### src/rtl/axi_pkg.sv
// rtl/axi_pkg.sv - shared AXI encodings: burst types, response codes, read FSM states
package axi_pkg;

    localparam logic [1:0] BURST_FIXED = 2'b00;
    localparam logic [1:0] BURST_INCR  = 2'b01;
    localparam logic [1:0] BURST_WRAP  = 2'b10;
    localparam logic [1:0] BURST_RSVD  = 2'b11;

    localparam logic [1:0] RESP_OKAY   = 2'b00;
    localparam logic [1:0] RESP_SLVERR = 2'b10;
    localparam logic [1:0] RESP_DECERR = 2'b11;

    typedef enum logic [1:0] {
        ST_IDLE,
        ST_FETCH,
        ST_WAIT,
        ST_SEND
    } rd_state_t;

endpackage

### src/rtl/axi_rd_addr_gen.sv
// rtl/axi_rd_addr_gen.sv - combinational next-beat address for FIXED/INCR/WRAP bursts
module axi_rd_addr_gen
    import axi_pkg::*;
#(
    parameter int addr_width = 32
) (
    input  logic [addr_width-1:0] i_addr,
    input  logic [2:0]            i_size,
    input  logic [7:0]            i_len,
    input  logic [1:0]            i_burst,
    output logic [addr_width-1:0] o_next_addr
);

    logic [addr_width-1:0] w_inc;
    logic [addr_width-1:0] w_sum;
    logic [addr_width-1:0] w_bound_mask;

    assign w_inc        = addr_width'(1) << i_size;
    assign w_sum        = i_addr + w_inc;
    // wrap boundary is (len+1) beats of inc bytes; len is pre-validated as 1/3/7/15
    assign w_bound_mask = ((addr_width'(i_len) + addr_width'(1)) << i_size) - addr_width'(1);

    always_comb begin
        o_next_addr = i_addr;
        case (i_burst)
            BURST_INCR: o_next_addr = w_sum;
            BURST_WRAP: o_next_addr = (i_addr & ~w_bound_mask) | (w_sum & w_bound_mask);
            default:    o_next_addr = i_addr;
        endcase
    end

endmodule

### src/rtl/axi_slave_read_responder.sv
// rtl/axi_slave_read_responder.sv - AXI slave read responder backed by a synchronous memory
module axi_slave_read_responder
    import axi_pkg::*;
#(
    parameter int addr_width = 32,
    parameter int data_width = 64,
    parameter int mem_aw     = 8
) (
    input  logic                  AClk,
    input  logic                  ARst,
    input  logic [7:0]            ARID,
    input  logic [addr_width-1:0] ARADDR,
    input  logic [7:0]            ARLEN,
    input  logic [2:0]            ARSIZE,
    input  logic [1:0]            ARBURST,
    input  logic [1:0]            ARLOCK,
    input  logic [1:0]            ARCACHE,
    input  logic [2:0]            ARPROT,
    input  logic                  ARVALID,
    output logic                  ARREADY,
    output logic [7:0]            RID,
    output logic [data_width-1:0] RDATA,
    output logic [1:0]            RRESP,
    output logic                  RLAST,
    output logic                  RVALID,
    input  logic                  RREADY,
    output logic                  mem_rd_en,
    output logic [mem_aw-1:0]     mem_rd_addr,
    input  logic [data_width-1:0] mem_rd_data
);

    localparam int BYTE_SHIFT = $clog2(data_width / 8);

    rd_state_t             r_state, w_next_state;
    logic [addr_width-1:0] r_addr;
    logic [7:0]            r_id, r_len, r_beat_cnt;
    logic [2:0]            r_size;
    logic [1:0]            r_burst;
    logic                  r_slverr, r_decerr;
    logic                  r_arready, r_rvalid, r_rlast, r_mem_rd_en;
    logic [1:0]            r_rresp;
    logic [data_width-1:0] r_rdata;
    logic [mem_aw-1:0]     r_mem_rd_addr;

    logic                  w_ar_hs, w_r_hs, w_ar_err, w_start_fetch;
    logic                  w_fetch_err, w_fetch_dec;
    logic [addr_width-1:0] w_next_addr, w_fetch_addr, w_word;
    logic                  w_unused_ar;

    assign w_unused_ar = ^{ARLOCK, ARCACHE, ARPROT};

    assign w_ar_hs  = ARVALID && r_arready && (r_state == ST_IDLE);
    assign w_r_hs   = r_rvalid && RREADY;
    assign w_ar_err = (int'(ARSIZE) > BYTE_SHIFT) || (ARBURST == BURST_RSVD) ||
                      ((ARBURST == BURST_WRAP) && !(ARLEN inside {8'd1, 8'd3, 8'd7, 8'd15}));

    axi_rd_addr_gen #(.addr_width(addr_width)) u_addr_gen (
        .i_addr      (r_addr),
        .i_size      (r_size),
        .i_len       (r_len),
        .i_burst     (r_burst),
        .o_next_addr (w_next_addr)
    );

    // the beat being launched uses ARADDR on the first beat, the advanced address afterwards
    assign w_start_fetch = w_ar_hs || (w_r_hs && !r_rlast);
    assign w_fetch_addr  = (r_state == ST_IDLE) ? ARADDR : w_next_addr;
    assign w_fetch_err   = (r_state == ST_IDLE) ? w_ar_err : r_slverr;
    assign w_word        = w_fetch_addr >> BYTE_SHIFT;
    assign w_fetch_dec   = |(w_word >> mem_aw);

    always_ff @(posedge AClk) begin
        if (!ARst) r_state <= ST_IDLE;
        else       r_state <= w_next_state;
    end

    always_comb begin
        w_next_state = r_state;
        case (r_state)
            ST_IDLE:  if (w_ar_hs) w_next_state = ST_FETCH;
            ST_FETCH: w_next_state = ST_WAIT;
            ST_WAIT:  w_next_state = ST_SEND;
            ST_SEND:  if (w_r_hs) w_next_state = r_rlast ? ST_IDLE : ST_FETCH;
            default:  w_next_state = ST_IDLE;
        endcase
    end

    always_ff @(posedge AClk) begin
        if (!ARst) begin
            r_arready     <= 1'b0;
            r_rvalid      <= 1'b0;
            r_rlast       <= 1'b0;
            r_rresp       <= RESP_OKAY;
            r_rdata       <= '0;
            r_id          <= '0;
            r_mem_rd_en   <= 1'b0;
            r_mem_rd_addr <= '0;
            r_addr        <= '0;
            r_len         <= '0;
            r_beat_cnt    <= '0;
            r_size        <= '0;
            r_burst       <= BURST_FIXED;
            r_slverr      <= 1'b0;
            r_decerr      <= 1'b0;
        end else begin
            r_arready   <= (w_next_state == ST_IDLE);
            r_mem_rd_en <= w_start_fetch && !w_fetch_err && !w_fetch_dec;
            if (w_start_fetch) begin
                r_mem_rd_addr <= w_word[mem_aw-1:0];
                r_decerr      <= w_fetch_dec;
            end
            if (w_ar_hs) begin
                r_id       <= ARID;
                r_addr     <= ARADDR;
                r_len      <= ARLEN;
                r_beat_cnt <= ARLEN;
                r_size     <= ARSIZE;
                r_burst    <= ARBURST;
                r_slverr   <= w_ar_err;
            end else if (w_r_hs && !r_rlast) begin
                r_addr     <= w_next_addr;
                r_beat_cnt <= r_beat_cnt - 8'd1;
            end
            // memory data lands during WAIT; R outputs then freeze until accepted
            if (r_state == ST_WAIT) begin
                r_rvalid <= 1'b1;
                r_rlast  <= (r_beat_cnt == 8'd0);
                r_rdata  <= (r_slverr || r_decerr) ? '0 : mem_rd_data;
                r_rresp  <= r_slverr ? RESP_SLVERR : (r_decerr ? RESP_DECERR : RESP_OKAY);
            end else if (w_r_hs) begin
                r_rvalid <= 1'b0;
            end
        end
    end

    assign ARREADY     = r_arready;
    assign RID         = r_id;
    assign RDATA       = r_rdata;
    assign RRESP       = r_rresp;
    assign RLAST       = r_rlast;
    assign RVALID      = r_rvalid;
    assign mem_rd_en   = r_mem_rd_en;
    assign mem_rd_addr = r_mem_rd_addr;

endmodule

### config.mk
export PLATFORM = sky130hd
export DESIGN_NAME = axi_slave_read_responder
export DESIGN_NICKNAME = d
export VERILOG_FILES = /design/src/rtl/axi_pkg.sv /design/src/rtl/axi_rd_addr_gen.sv /design/src/rtl/axi_slave_read_responder.sv
export SDC_FILE = /design/constraint.sdc
export NUM_CORES = 1
export LEC_CHECK = 0
export BUFFER_PORTS_ARGS = -buffer_cell sky130_fd_sc_hd__buf_2
export CAP_MARGIN = 20
export CORE_MARGIN = 2
export CORE_UTILIZATION = 55
export CTS_CLUSTER_SIZE = 8
export DETAILED_ROUTE_END_ITERATION = 16
export PLACE_DENSITY = 0.79
export SYNTH_ARGS = -nofsm -noshare
export SYNTH_HDL_FRONTEND = slang
export SYNTH_HIERARCHICAL = 1
export SYNTH_SLANG_ARGS = --single-unit
### constraint.sdc
create_clock -name AClk -period 12.48 [get_ports AClk]
set_clock_uncertainty 0.1 [all_clocks]
set_input_delay 1.872 -clock AClk [delete_from_list [all_inputs] [get_ports AClk]]
set_output_delay 1.872 -clock AClk [all_outputs]
set_load 0.02 [all_outputs]
# Yosys cells after proc, flatten, opt, wreduce, memory -nomap -nowiden
# Cells that the tools add are included.
# word_totals
reg_bits,143
latch_bits,0
ramBits,0
mem_bits_ro,0
input_bits,128
out_inout_bits,86
elab_cells,76
n_memories,0
# op_classes
addsub,4
mul,0
div_mod_pow,0
order_cmp,1
eq_ne,11
shifts,2
n_mux,16
bitwise_logic,4
n_reduce_logical,22
# ops
op,n
32-bit two-way mux,3
32-bit bitwise AND,2
64-bit two-way mux,1
32-bit case mux with 2 select lines,1
32-bit adder,1
32-bit NOT,1
32-bit OR,1
"1-bit by 3-bit << shifter with 32-bit output, first input constant",1
32-bit by 3-bit << shifter with 32-bit output,1
"32-bit by 1-bit subtractor with 32-bit output, second input constant",1
21-bit OR reduction,1
8-bit two-way mux,2
"2-bit equality test, second input constant",5
"8-bit by 1-bit adder with 9-bit output, second input constant",1
"8-bit by 1-bit equality test with 1-bit output, second input constant",1
"8-bit by 2-bit equality test with 1-bit output, second input constant",1
"8-bit by 3-bit equality test with 1-bit output, second input constant",1
"8-bit by 4-bit equality test with 1-bit output, second input constant",1
8-bit logical NOT,1
2-bit two-way mux,4
2-bit case mux with 4 select lines,1
"8-bit by 1-bit subtractor with 8-bit output, second input constant",1
1-bit logical AND,7
"2-bit by 1-bit equality test with 1-bit output, second input constant",2
7 further kinds,18

# Logic depth before layout (Yosys ltp)
# depth
depth_word,11
depth_mapped,21

# Hierarchy
# The synthesis kept the hierarchy.
# by_module_without_submodules
module,n_inst,cells_per_inst,area_per_inst_um2,seq_area_each_um2
axi_slave_read_responder,1,609,5833.1,2862.7
axi_rd_addr_gen,1,481,2992.9,0.0

# Worst setup path before layout
# OpenSTA, ideal clock, no wires.
# synth_timing
path_kind,register to register
startpoint,register r_size[2]
endpoint,"register r_mem_rd_en, in the netlist mem_rd_en"
setup_time_ns,0.073
arrival_time_ns,4.301
required_time_ns,12.307
setup_slack_ns,8.006
stages_incl_launch_ff,20
period_less_slack_ns,4.474
cell_sequence,dfxtp_1 buf_2 buf_2 buf_2 buf_1 nor2_1 ha_1 a21o_1 a2111oi_0 o31ai_1 and3_1 clkbuf_1 nand2_1 a21oi_1 a31o_2 a21oi_1 or4_1 or4_1 o22ai_2 nor3b_2
# synth_via
elab_chain_len,10
elab_cells_between_ends,13
# synth_rtl
element,line_no,source
from (decl),axi_slave_read_responder.sv:37,logic [2:0] r_size;
from (signal assigned),axi_slave_read_responder.sv:101,r_size <= '0;
from (signal assigned),axi_slave_read_responder.sv:117,r_size <= ARSIZE;
32-bit by 3-bit << shifter with 32-bit output,axi_rd_addr_gen.sv:21,assign w_bound_mask = ((addr_width'(i_len) + addr_width'(1)) << i_size) - addr_width'(1);
32-bit by 1-bit subtractor with 32-bit output,axi_rd_addr_gen.sv:21,
32-bit NOT,axi_rd_addr_gen.sv:27,BURST_WRAP: o_next_addr = (i_addr & ~w_bound_mask) | (w_sum & w_bound_mask);
32-bit bitwise AND,axi_rd_addr_gen.sv:27,
32-bit OR,axi_rd_addr_gen.sv:27,
32-bit case mux with 2 select lines *,axi_rd_addr_gen.sv:25,case (i_burst)
via w_next_addr[23],axi_slave_read_responder.sv:47,"logic [addr_width-1:0] w_next_addr, w_fetch_addr, w_word;"
32-bit two-way mux *,axi_slave_read_responder.sv:67,assign w_fetch_addr = (r_state == ST_IDLE) ? ARADDR : w_next_addr;
21-bit OR reduction *,axi_slave_read_responder.sv:70,assign w_fetch_dec = |(w_word >> mem_aw);
1-bit logical NOT *,axi_slave_read_responder.sv:107,r_mem_rd_en <= w_start_fetch && !w_fetch_err && !w_fetch_dec;
1-bit logical AND *,axi_slave_read_responder.sv:107,
to (signal assigned),axi_slave_read_responder.sv:107,
to (decl),axi_slave_read_responder.sv:40,"logic r_arready, r_rvalid, r_rlast, r_mem_rd_en;"
# The timed path passes the listed nets; every way through them passes the cells marked *.
# A chain may end at the register's enable or synchronous reset.

# Worst setup path in the final report
# layout_timing
startpoint,register r_size[1]
endpoint,register r_decerr
# layout_via
elab_chain_len,8
elab_cells_between_ends,11
# layout_rtl
element,line_no,source
32-bit by 3-bit << shifter with 32-bit output,axi_rd_addr_gen.sv:21,
32-bit by 1-bit subtractor with 32-bit output,axi_rd_addr_gen.sv:21,
32-bit NOT,axi_rd_addr_gen.sv:27,
32-bit bitwise AND,axi_rd_addr_gen.sv:27,
32-bit OR,axi_rd_addr_gen.sv:27,
32-bit case mux with 2 select lines *,axi_rd_addr_gen.sv:25,
via w_next_addr[24],axi_slave_read_responder.sv:47,
32-bit two-way mux *,axi_slave_read_responder.sv:67,
21-bit OR reduction *,axi_slave_read_responder.sv:70,
to (signal assigned),axi_slave_read_responder.sv:110,r_decerr <= w_fetch_dec;
to (decl),axi_slave_read_responder.sv:39,"logic r_slverr, r_decerr;"
# Marks and branches as above.

==> impl_metrics.tcl <==
set metrics [dict create \
    slowest_stage "nor3_1" \
    hold_viol 0 \
    cap_violations 0 \
    cts_sinks 143 \
    fp.coreArea_sq_um 15800 \
    max_slew.worst_pin.slew_ns 1.01 \
    yosysWarnings 6 \
    drv_slew 0 \
    crit_fanout 23 \
    min-delay-path-class "reg2reg" \
    comb_power_share_pct 22.2 \
    hpwl_mm 17.3 \
    relSlewSlack_pct 32.7 \
    boundaryPins 214 \
    clock_path_buffers 2 \
    final_layout_size_suffix_gt1_share_pct 22.7 \
    worst_path_dominant_cell_family "simple AND/OR/NAND/NOR gates" \
    cts.hold.buffers_added 0 \
    crit_buf_inv 1 \
    grt.total_usage_pct 29.3 \
    cp.arrival_ns 5.51 \
    post_cts_buffers 0 \
    fp.dieArea_sq_um 17100 \
    nNetsFinal 1384 \
    setup_viol 0 \
    layout_min_cycle_time_ns 5.33 \
    cts_tree "done" \
    syn_area_per_cell_sq_um 8.10 \
    synth_nets 1233 \
    final_common_cell "buf_2" \
    internal_power_mw 0.912 \
    die_w_um 131 \
    gp_congestion 0.933 \
    crit_top_cell "or4_1" \
    switchingPower_mw 0.421 \
    antenna_found_initial 4 \
    endpoint_kind "register" \
    wirelength_mm 25.0 \
    rsz0062_at_grt "false" \
    ant_nets 0 \
    cts_buffers 17 \
    p_per_area_nw_per_um2 127 \
    finalInstanceArea_sq_um 10500 \
    async_flop_share_pct 0 \
    synth_top_area_cell "dfxtp_1" \
    yosys.cell_types.count 82 \
    synth_edf_count 0 \
    mappedNetlistArea_sq_um 8830 \
    path_cells "or2_1 -> nor2_1 -> ha_1 -> inv_1 -> fa_1 -> nor2b_1 -> o21ai_0 -> a21oi_1 -> o211ai_1 -> nand2b_1 -> nor3_1 -> a311oi_1 -> or4_1 -> or4_1 -> o22ai_2 -> o22ai_1" \
    ir_drop_uv 77.0 \
    grt_pass1_wl_mm 40.1 \
    insertion_delay_ns 0.42 \
    finalSetupTns_ns 0 \
    first_iter_violations 918 \
    syn_inst 1090 \
    avgViaCountPerCell 6.01 \
    max_stage_delay_ns 0.71 \
    root_buffer "clkbuf_16" \
    outcome "finished clean" \
    wl_per_cell_um 16.9 \
    drcViolationCount 0 \
    cts_max_level 4 \
    synth.area.top_cells "dfxtp_1 32%, nand2_1 5.9%, a22oi_1 5.6%" \
    final_cell_mix "205 x buf_2, 143 x dfxtp_1, 139 x nand2_1" \
    cts_resized 0 \
    power_leakage_nw 4.81 \
    cp.required_ns 12.66 \
    port_buffers 206 \
    synth_ff_type "dfxtp_1" \
    die_h_um 131 \
    finalPower_mw 1.33 \
    cp-start-kind "register" \
    first_pass_iters 5 \
    power_frac_seq_pct 39.1 \
    fin_crit_sh_pct 42.7 \
    dpl_cell_area_sq_um 9880 \
    p_sw_share_pct 31.6 \
    start_util_pct 56.0 \
    crit_type "reg2reg" \
    num_rows 46 \
    via_count 8868 \
    synth-seq-cells 143 \
    area_growth_pct 18.8 \
    grt_max_degree 114 \
    synth_top_area_share_pct 32.4 \
    grt-ovfl-total 0 \
    grt_pass1_vias 8024 \
    timing.fmax_mhz 188 \
    ys_seq_area_share_pct 32.4 \
    clkTransAtPathRegs_ns 0.06 \
    pwr-share-clk_pct 38.6 \
]
-- synthesized netlist by cell type (6+ instances only) --
cell / n
nand2b_1: 10
clkbuf_1: 52
o211a_1: 40
nor3_1: 27
a311oi_1: 10
nand4_1: 8
inv_1: 23
and3_1: 16
a21oi_1: 61
dfxtp_1: 143
xor2_1: 8
o21a_1: 8
a22oi_1: 66
nor2b_1: 76
buf_1: 6
o21ai_0: 41
a31oi_1: 16
a21boi_0: 26
buf_2: 25
nand2_1: 139
ha_1: 14
nand3_1: 17
and2_1: 17
mux2i_1: 37
nor4_1: 14
nor2_1: 55
xnor2_1: 18
-- worst paths after layout --
| kind | slack [ns] | depth (start not counted) | from | to |
|---|---|---|---|---|
| worst max-delay path | 7.15 | 16 | r_size[1]$_SDFFE_PN0P_ | r_decerr$_SDFFE_PN0N_ |
| worst max register to register | 7.15 | 16 | r_size[1]$_SDFFE_PN0P_ | r_decerr$_SDFFE_PN0N_ |
| worst min register to register | 0.36 | 2 | RID[1]$_SDFFE_PN0P_ | RID[1]$_SDFFE_PN0P_ |
| worst min-delay path | 0.36 | 2 | RID[1]$_SDFFE_PN0P_ | RID[1]$_SDFFE_PN0P_ |
-- worst register-to-register path, delay by kind of cell, from the launching register on --
family	cells	cell delay (ns)
AND/OR/NAND/NOR	7	2.63
AO/OA/AOI/OAI	6	1.28
adder cells (fa/ha/maj)	2	0.59
flip-flops	1	0.55
buffers and inverters	1	0.06
-- flip-flops by register name, indices dropped and copies added, names as in the netlist --
name,cells
r_slverr,1
r_addr,32
RRESP,2
r_beat_cnt,8
RVALID,1
r_burst,2
mem_rd_en,1
ARREADY,1
RLAST,1
r_state,2
r_size,3
r_len,8
RID,8
r_decerr,1
mem_rd_addr,8
RDATA,64
-- kinds of logic (layout without fill, tap and decap cells) --
| family | after synthesis | count (layout) | synth area share, % |
|---|---|---|---|
| and+or+nand+nor | 416 | 416 | 24.9 |
| AOI/OAI and AO/OA | 341 | 341 | 28.1 |
| DFF | 143 | 143 | 32.4 |
| buffers and inverters | 110 | 274 | 5.29 |
| muxes | 39 | 39 | 4.45 |
| xor gates and xnor gates | 26 | 26 | 2.58 |
| adders and majority gates | 15 | 15 | 2.21 |
| other | 0 | 5 | 0 |
-- power groups by stage --
stage          registers (mW)  clock network (mW)  logic [mW]
2_1_floorplan           0.540                   0       0.195
3_3_place_gp            0.529                   0       0.286
3_5_place_dp            0.531                   0       0.291
4_1_cts                 0.521               0.521       0.293
5_1_grt                 0.527               0.539       0.326
6_report                0.522               0.515       0.296
-- metrics by stage --
stage,worst slack (ns),instances,hold slack [ns],util [%]
after global placement,7.45,1438,0.347,62.6
after CTS,7.32,1470,0.362,66.4
after global routing,6.89,1474,0.395,66.5
after floorplan,8.01,1090,0.340,-
final,7.15,1475,0.359,66.5
after detailed placement,7.33,1438,0.354,62.6
-- metal layers --
| metal | up-vias | GRT usage (%) | routed length (um) |
|---|---|---|---|
| met5 | - | 0 | 0 |
| met4 | 0 | 12.0 | 688 |
| met3 | 65 | 8.35 | 2190 |
| met2 | 415 | 45.6 | 11500 |
| met1 | 4096 | 38.3 | 10600 |
| li1 | 4292 | - | - |
-- area by class of cell --
class / instances / area [sq um]
Multi-Input combinational cell: 837 / 5530
Sequential cell: 143 / 2860
Timing Repair Buffer: 219 / 1130
Inverter: 23 / 86.3
Tap cell: 216 / 270
Antenna cell: 5 / 12.5
Clock buffer: 18 / 439
Fill cell: 1342 / 5290
Clock inverter: 14 / 158
Power figures use the tool's default switching activity.
